## src/rtl/dmem_arbiter_if.sv

```systemverilog
// rtl/dmem_arbiter_if.sv - CPU, DMA and RAM bus bundle for the data-memory arbiter
interface dmem_arbiter_if #(
    parameter int AW = 10,
    parameter int DW = 32
);
    logic          cpu_req_r;
    logic          cpu_req_w;
    logic [AW-1:0] cpu_addr;
    logic [DW-1:0] cpu_wdata;
    logic          cpu_stall;
    logic [DW-1:0] cpu_rdata;
    logic          cpu_rvalid;

    logic          dma_req;
    logic          dma_we;
    logic [AW-1:0] dma_addr;
    logic [DW-1:0] dma_wdata;
    logic          dma_gnt;
    logic [DW-1:0] dma_rdata;
    logic          dma_rvalid;

    logic          mem_r;
    logic          mem_w;
    logic [AW-1:0] mem_addr;
    logic [DW-1:0] mem_wdata;
    logic [DW-1:0] mem_rdata;

    modport slave (
        input  cpu_req_r, cpu_req_w, cpu_addr, cpu_wdata,
        output cpu_stall, cpu_rdata, cpu_rvalid,
        input  dma_req, dma_we, dma_addr, dma_wdata,
        output dma_gnt, dma_rdata, dma_rvalid,
        output mem_r, mem_w, mem_addr, mem_wdata,
        input  mem_rdata
    );

    modport master (
        output cpu_req_r, cpu_req_w, cpu_addr, cpu_wdata,
        input  cpu_stall, cpu_rdata, cpu_rvalid,
        output dma_req, dma_we, dma_addr, dma_wdata,
        input  dma_gnt, dma_rdata, dma_rvalid,
        input  mem_r, mem_w, mem_addr, mem_wdata,
        output mem_rdata
    );
endinterface

```

## src/rtl/dmem_arbiter.sv

```systemverilog
// rtl/dmem_arbiter.sv - CPU-priority data RAM arbiter with bounded DMA wait
module dmem_arbiter #(
    parameter int AW       = 10,
    parameter int DW       = 32,
    parameter int MAX_WAIT = 4
) (
    input  logic        clk,
    input  logic        rst,
    dmem_arbiter_if.slave bus,
    output logic [15:0] conflict_cnt
);
    localparam int AGE_W = (MAX_WAIT < 1) ? 1 : $clog2(MAX_WAIT + 1);
    localparam logic [AGE_W-1:0] AGE_MAX = AGE_W'(MAX_WAIT);

    typedef enum logic {
        PORT_CPU = 1'b0,
        PORT_DMA = 1'b1
    } port_t;

    logic [AGE_W-1:0] age_cnt;
    logic             resp_valid;
    port_t            resp_port;
    logic             cpu_req;
    logic             both_req;
    logic             dma_wins;
    logic             grant_cpu;
    logic             grant_dma;
    logic [AW-1:0]    sel_addr;
    logic [DW-1:0]    sel_wdata;
    logic             sel_r;
    logic             sel_w;

    assign cpu_req  = bus.cpu_req_r | bus.cpu_req_w;
    assign both_req = cpu_req & bus.dma_req;
    // age_cnt saturates at MAX_WAIT, so equality is the ">=" test
    assign dma_wins = (MAX_WAIT == 0) || (age_cnt == AGE_MAX);

    // Grants are forced low during reset so nothing reaches the RAM
    always_comb begin
        grant_cpu = 1'b0;
        grant_dma = 1'b0;
        if (!rst) begin
            if (both_req) begin
                grant_dma = dma_wins;
                grant_cpu = ~dma_wins;
            end else begin
                grant_cpu = cpu_req;
                grant_dma = bus.dma_req;
            end
        end
    end

    always_comb begin
        sel_addr  = bus.cpu_addr;
        sel_wdata = bus.cpu_wdata;
        sel_r     = 1'b0;
        sel_w     = 1'b0;
        if (grant_dma) begin
            sel_addr  = bus.dma_addr;
            sel_wdata = bus.dma_wdata;
            sel_w     = bus.dma_we;
            sel_r     = ~bus.dma_we;
        end else if (grant_cpu) begin
            // a simultaneous load+store is treated as a store
            sel_w = bus.cpu_req_w;
            sel_r = bus.cpu_req_r & ~bus.cpu_req_w;
        end
    end

    assign bus.mem_addr  = sel_addr;
    assign bus.mem_wdata = sel_wdata;
    assign bus.mem_r     = sel_r;
    assign bus.mem_w     = sel_w;
    assign bus.cpu_stall = cpu_req & ~grant_cpu & ~rst;
    assign bus.dma_gnt   = grant_dma;

    always_ff @(posedge clk or posedge rst) begin
        if (rst) begin
            age_cnt      <= '0;
            resp_valid   <= 1'b0;
            resp_port    <= PORT_CPU;
            conflict_cnt <= 16'h0000;
        end else begin
            if (bus.dma_req && !grant_dma) begin
                if (age_cnt != AGE_MAX) age_cnt <= age_cnt + AGE_W'(1);
            end else begin
                age_cnt <= '0;
            end
            resp_valid <= sel_r;
            resp_port  <= grant_dma ? PORT_DMA : PORT_CPU;
            if (both_req && conflict_cnt != 16'hFFFF) conflict_cnt <= conflict_cnt + 16'h0001;
        end
    end

    assign bus.cpu_rvalid = resp_valid && (resp_port == PORT_CPU);
    assign bus.dma_rvalid = resp_valid && (resp_port == PORT_DMA);
    assign bus.cpu_rdata  = bus.mem_rdata;
    assign bus.dma_rdata  = bus.mem_rdata;
endmodule

```

## src/flat_wrapper.sv

```systemverilog
// flat-port wrapper written by rule: the top's interface ports become plain ports
module dmem_arbiter_flat 
#(
    parameter int AW       = 10,
    parameter int DW       = 32,
    parameter int MAX_WAIT = 4
)
  (clk, rst, conflict_cnt, bus_cpu_req_r, bus_cpu_req_w, bus_cpu_addr, bus_cpu_wdata, bus_cpu_stall, bus_cpu_rdata, bus_cpu_rvalid, bus_dma_req, bus_dma_we, bus_dma_addr, bus_dma_wdata, bus_dma_gnt, bus_dma_rdata, bus_dma_rvalid, bus_mem_r, bus_mem_w, bus_mem_addr, bus_mem_wdata, bus_mem_rdata);
  dmem_arbiter_if #(.AW(AW), .DW(DW)) bus_i ();
  input  logic clk;
  input  logic rst;
  output logic [15:0] conflict_cnt;
  input wire logic [$bits(bus_i.cpu_req_r)-1:0] bus_cpu_req_r;
  input wire logic [$bits(bus_i.cpu_req_w)-1:0] bus_cpu_req_w;
  input wire logic [$bits(bus_i.cpu_addr)-1:0] bus_cpu_addr;
  input wire logic [$bits(bus_i.cpu_wdata)-1:0] bus_cpu_wdata;
  output wire logic [$bits(bus_i.cpu_stall)-1:0] bus_cpu_stall;
  output wire logic [$bits(bus_i.cpu_rdata)-1:0] bus_cpu_rdata;
  output wire logic [$bits(bus_i.cpu_rvalid)-1:0] bus_cpu_rvalid;
  input wire logic [$bits(bus_i.dma_req)-1:0] bus_dma_req;
  input wire logic [$bits(bus_i.dma_we)-1:0] bus_dma_we;
  input wire logic [$bits(bus_i.dma_addr)-1:0] bus_dma_addr;
  input wire logic [$bits(bus_i.dma_wdata)-1:0] bus_dma_wdata;
  output wire logic [$bits(bus_i.dma_gnt)-1:0] bus_dma_gnt;
  output wire logic [$bits(bus_i.dma_rdata)-1:0] bus_dma_rdata;
  output wire logic [$bits(bus_i.dma_rvalid)-1:0] bus_dma_rvalid;
  output wire logic [$bits(bus_i.mem_r)-1:0] bus_mem_r;
  output wire logic [$bits(bus_i.mem_w)-1:0] bus_mem_w;
  output wire logic [$bits(bus_i.mem_addr)-1:0] bus_mem_addr;
  output wire logic [$bits(bus_i.mem_wdata)-1:0] bus_mem_wdata;
  input wire logic [$bits(bus_i.mem_rdata)-1:0] bus_mem_rdata;
  assign bus_i.cpu_req_r = bus_cpu_req_r;
  assign bus_i.cpu_req_w = bus_cpu_req_w;
  assign bus_i.cpu_addr = bus_cpu_addr;
  assign bus_i.cpu_wdata = bus_cpu_wdata;
  assign bus_cpu_stall = bus_i.cpu_stall;
  assign bus_cpu_rdata = bus_i.cpu_rdata;
  assign bus_cpu_rvalid = bus_i.cpu_rvalid;
  assign bus_i.dma_req = bus_dma_req;
  assign bus_i.dma_we = bus_dma_we;
  assign bus_i.dma_addr = bus_dma_addr;
  assign bus_i.dma_wdata = bus_dma_wdata;
  assign bus_dma_gnt = bus_i.dma_gnt;
  assign bus_dma_rdata = bus_i.dma_rdata;
  assign bus_dma_rvalid = bus_i.dma_rvalid;
  assign bus_mem_r = bus_i.mem_r;
  assign bus_mem_w = bus_i.mem_w;
  assign bus_mem_addr = bus_i.mem_addr;
  assign bus_mem_wdata = bus_i.mem_wdata;
  assign bus_i.mem_rdata = bus_mem_rdata;
  dmem_arbiter #(.AW(AW), .DW(DW), .MAX_WAIT(MAX_WAIT)) u_core (.clk(clk), .rst(rst), .bus(bus_i), .conflict_cnt(conflict_cnt));
endmodule
```

## config.mk

```make
export PLATFORM = sky130hd
export DESIGN_NAME = dmem_arbiter_flat
export DESIGN_NICKNAME = d
export VERILOG_FILES = /design/src/rtl/dmem_arbiter_if.sv /design/src/rtl/dmem_arbiter.sv /design/src/flat_wrapper.sv
export SDC_FILE = /design/constraint.sdc
export NUM_CORES = 1
export LEC_CHECK = 0
export CAP_MARGIN = 20
export CORE_AREA = 2 2 96 98
export CTS_BUF_LIST = sky130_fd_sc_hd__clkbuf_8 sky130_fd_sc_hd__clkbuf_16
export DETAILED_ROUTE_END_ITERATION = 7
export DIE_AREA = 0 0 98 100
export GPL_ROUTABILITY_DRIVEN = 0
export MAX_ROUTING_LAYER = met4
export PLACE_DENSITY = 0.74
export SLEW_MARGIN = 15
export SYNTH_ARGS = -nofsm -noshare
export SYNTH_HDL_FRONTEND = slang
export SYNTH_SLANG_ARGS = --single-unit
```

## constraint.sdc

```tcl
create_clock -name clk -period 3.5 [get_ports clk]
set_input_delay 0.875 -clock clk [delete_from_list [all_inputs] [get_ports clk]]
set_output_delay 0.875 -clock clk [all_outputs]
set_load 0.01 [all_outputs]
```

==> results of run 1 <==
logic make-up (layout without fill, tap and decap cells):
family,count (synthesis),after routing,share of synthesized area (%)
compound gates,9,9,2.96
xor+xnor,12,12,5.08
fa+ha+maj,3,3,1.81
buf+inv,73,173,25.2
flops,21,21,25.4
mux,46,46,25.0
simple gates,53,53,14.6
registers in the layout (all words and copies together), names as in the netlist:
signal               cells
u_core.resp_valid        1
u_core.age_cnt           3
u_core.conflict_cnt     16
u_core.resp_port         1
how the worst min path moves through the flow:
stage | depth (start not counted) | startpoint | endpoint | slack, ns
2_1_floorplan | 2 | u_core.age_cnt[0] | u_core.age_cnt[0] | 0.54
3_5_place_dp | 1 | u_core.conflict_cnt[7] | u_core.conflict_cnt[7] | 0.53
3_3_place_gp | 1 | u_core.conflict_cnt[10] | u_core.conflict_cnt[10] | 0.51
5_1_grt | 1 | u_core.conflict_cnt[9] | u_core.conflict_cnt[9] | 0.57
4_1_cts | 1 | u_core.conflict_cnt[4] | u_core.conflict_cnt[4] | 0.54
6_report | 1 | u_core.conflict_cnt[9] | u_core.conflict_cnt[9] | 0.54
layout make-up:
class                           count  area [um2]
Fill cell                         898        5450
Timing Repair Buffer              165        1670
Multi-Input combinational cell    123        1040
Sequential cell                    21         526
Tap cell                          111         139
Clock buffer                        3        41.3
Inverter                            4        15.0
Clock inverter                      1        7.51
metrics by stage:
stage               std cells  hold slack (ns)  setup slack [ns]
global route              428            0.567           0.00813
finish                    428            0.535            0.0821
floorplan                 217            0.537             0.335
detailed placement        420            0.532           -0.0970
CTS                       428            0.545          0.000749
global placement          420            0.505           -0.0967
metal layers:
| layer | share of wire, % | global-route usage [%] |
|---|---|---|
| met5 | 0 | - |
| met3 | 8.2 | 4.04 |
| met4 | 2.4 | 4.81 |
| met1 | 45 | 21.4 |
| met2 | 44 | 21.7 |
critical path, delay by kind of cell:
kind | cells | cell delay, ns
buffers and inverters | 4 | 1.04
and+or+nand+nor | 1 | 0.14
muxes | 1 | 0.27
AOI/OAI and AO/OA | 1 | 0.20
cell usage after synthesis:
cell       count
buf_4         64
mux2_2        43
dfrtp_1       21
nand3_1       11
nand2_1       10
nor3_1         7
xnor2_1        6
xor2_1         6
nand4_1        5
nor2_1         5
and4_1         4
buf_2          4
inv_1          4
a21oi_1        3
ha_1           3
nor2b_1        3
a31oi_1        2
and2_1         2
mux2_1         2
nand3b_1       2
a21boi_0       1
a41oi_1        1
and3_1         1
clkbuf_2       1
mux2i_1        1
nand4b_1       1
nor3b_1        1
nor4_4         1
o21ai_2        1
o2bb2ai_1      1
what timing repair did:
action / 4_1_cts / 5_1_grt
buffers inserted: 1 / 0
pin swaps: 0 / 2
gates resized for setup: 43 / 4
endpoints found under the setup margin: 38 / 3
cloned: 3 / 0
power by group through the flow:
stage	clock, uW	combinational [uW]	sequential [uW]
after floorplan	0	234	379
after global placement	0	478	369
after detailed placement	0	483	371
after CTS	167	475	368
after global routing	180	501	379
final	161	470	368
==> flow_metrics.tcl, run 1 <==
set metrics [dict create \
    synth-seq-area-share_pct 25.4 \
    p_per_area_nw_per_um2 291 \
    crit_path_cell_trace "clkdlybuf4s50_1 > o2bb2ai_2 > nand3_4 > buf_4 > buf_16 > mux2_2 > dlygate4sd2_1" \
    clk_pin_slew_worst_paths_ns 0.07 \
    grt_pass1_wl_um 11300 \
    ant_nets 0 \
    die_width_um 98 \
    timing.rr.start "u_core.conflict_cnt[0]" \
    core-area_um2 8890 \
    cts_sinks 21 \
    maxCapViolCount 0 \
    p_clk_share_pct 16.1 \
    grt_use_total_pct 15.4 \
    swShare_pct 33.2 \
    worstSetupEndpointType "primary output" \
    syn_inst 217 \
    setup_tns_ns 0 \
    io_buffer_count 153 \
    synthesis.nets 342 \
    fin_area_um2 3440 \
    cts-root-buf "clkbuf_8" \
    antenna_found_initial 1 \
    synth_cell_types 30 \
    max_freq_mhz 293 \
    cts.htree.levels 1 \
    route.detailed.drc 0 \
    p_seq_share_pct 36.8 \
    area_growth_syn_to_layout_pct 66.0 \
    max_slew_margin_pct 60.4 \
    netlist_area_um2 2070 \
    ys_ff_latch 21 \
    post-route-util_pct 38.6 \
    p_leak_uw 0.00148 \
    worst_pin_slew_ns 0.590 \
    cpPeakStageDelay_ns 0.45 \
    cts_buffers 3 \
    cp_max_fo 5 \
    cp.arrival_ns 2.54 \
    num_vias 1906 \
    reg2regPathDepth 5 \
    overflow 0 \
    drive_gt1_share_pct 19.9 \
    fin_crit_ns 3.42 \
    grt_max_degree 22 \
    drt_first_pass_iters 4 \
    routed_wl_um 7790 \
    place_hpwl_um 6330 \
    die_h_um 100 \
    rr_endpoint "u_core.conflict_cnt[1]" \
    wl_per_cell_um 18.2 \
    setup_violations 0 \
    pin_count 250 \
    fp-row-count 35 \
    r2r_slack_ns 1.64 \
    clk_path_buf_depth 2 \
    drt_first_iter_violations 99 \
    grt_pass1_vias 1971 \
    drt-vias-per-instance 4.45 \
    final_common_cell "clkdlybuf4s50_1" \
    layout.nets 443 \
    yosysWarningCount 0 \
    finalPower_uw 999 \
    cts_hold_buf 0 \
    synthTopCellsByArea "dfrtp_1, mux2_2, buf_4" \
    ir_worst_vdd_uv 150 \
    final_cell_mix "clkdlybuf4s50_1, mux2_2, dlygate4sd2_1" \
    start_kind "input pin" \
    worstSetupEndpoint "bus_mem_wdata[30]" \
    status "finished, final reports clean" \
    crit_type "in -> out" \
    cp_slowest_cell "clkdlybuf4s50_1" \
    synth_top_area_share_pct 25.4 \
    holdCritPathClass "reg -> reg" \
    switching_power_uw 332 \
    dieArea_um2 9800 \
    required_ns 2.62 \
    startpoint "bus_cpu_req_r" \
    clk_latency_ns 0.26 \
    period_share_pct 97.7 \
    rsz0062_at_grt "no" \
    tritoncts "built" \
    initial_core_util_pct 23.3 \
    skew_ns 0.0124 \
    report.final.slew_viol_count 0 \
    syn_avg_cell_area_um2 9.54 \
    comb_power_share_pct 47.1 \
    intPower_uw 667 \
    diodes 0 \
    yosys.area.top_type "dfrtp_1" \
    place_area_um2 3310 \
    hold_viol 0 \
]
Note: power is estimated with default switching activity, not from simulation.
==> run 2, diff against run 1 <==
--- a/config.mk
+++ b/config.mk
@@ -13,7 +13,6 @@
 export GPL_ROUTABILITY_DRIVEN = 0
 export MAX_ROUTING_LAYER = met4
 export PLACE_DENSITY = 0.74
-export SLEW_MARGIN = 15
 export SYNTH_ARGS = -nofsm -noshare
 export SYNTH_HDL_FRONTEND = slang
 export SYNTH_SLANG_ARGS = --single-unit
==> results of run 2 <==
Same layout as run 1: the final DEF is identical, and so are final timing and power.
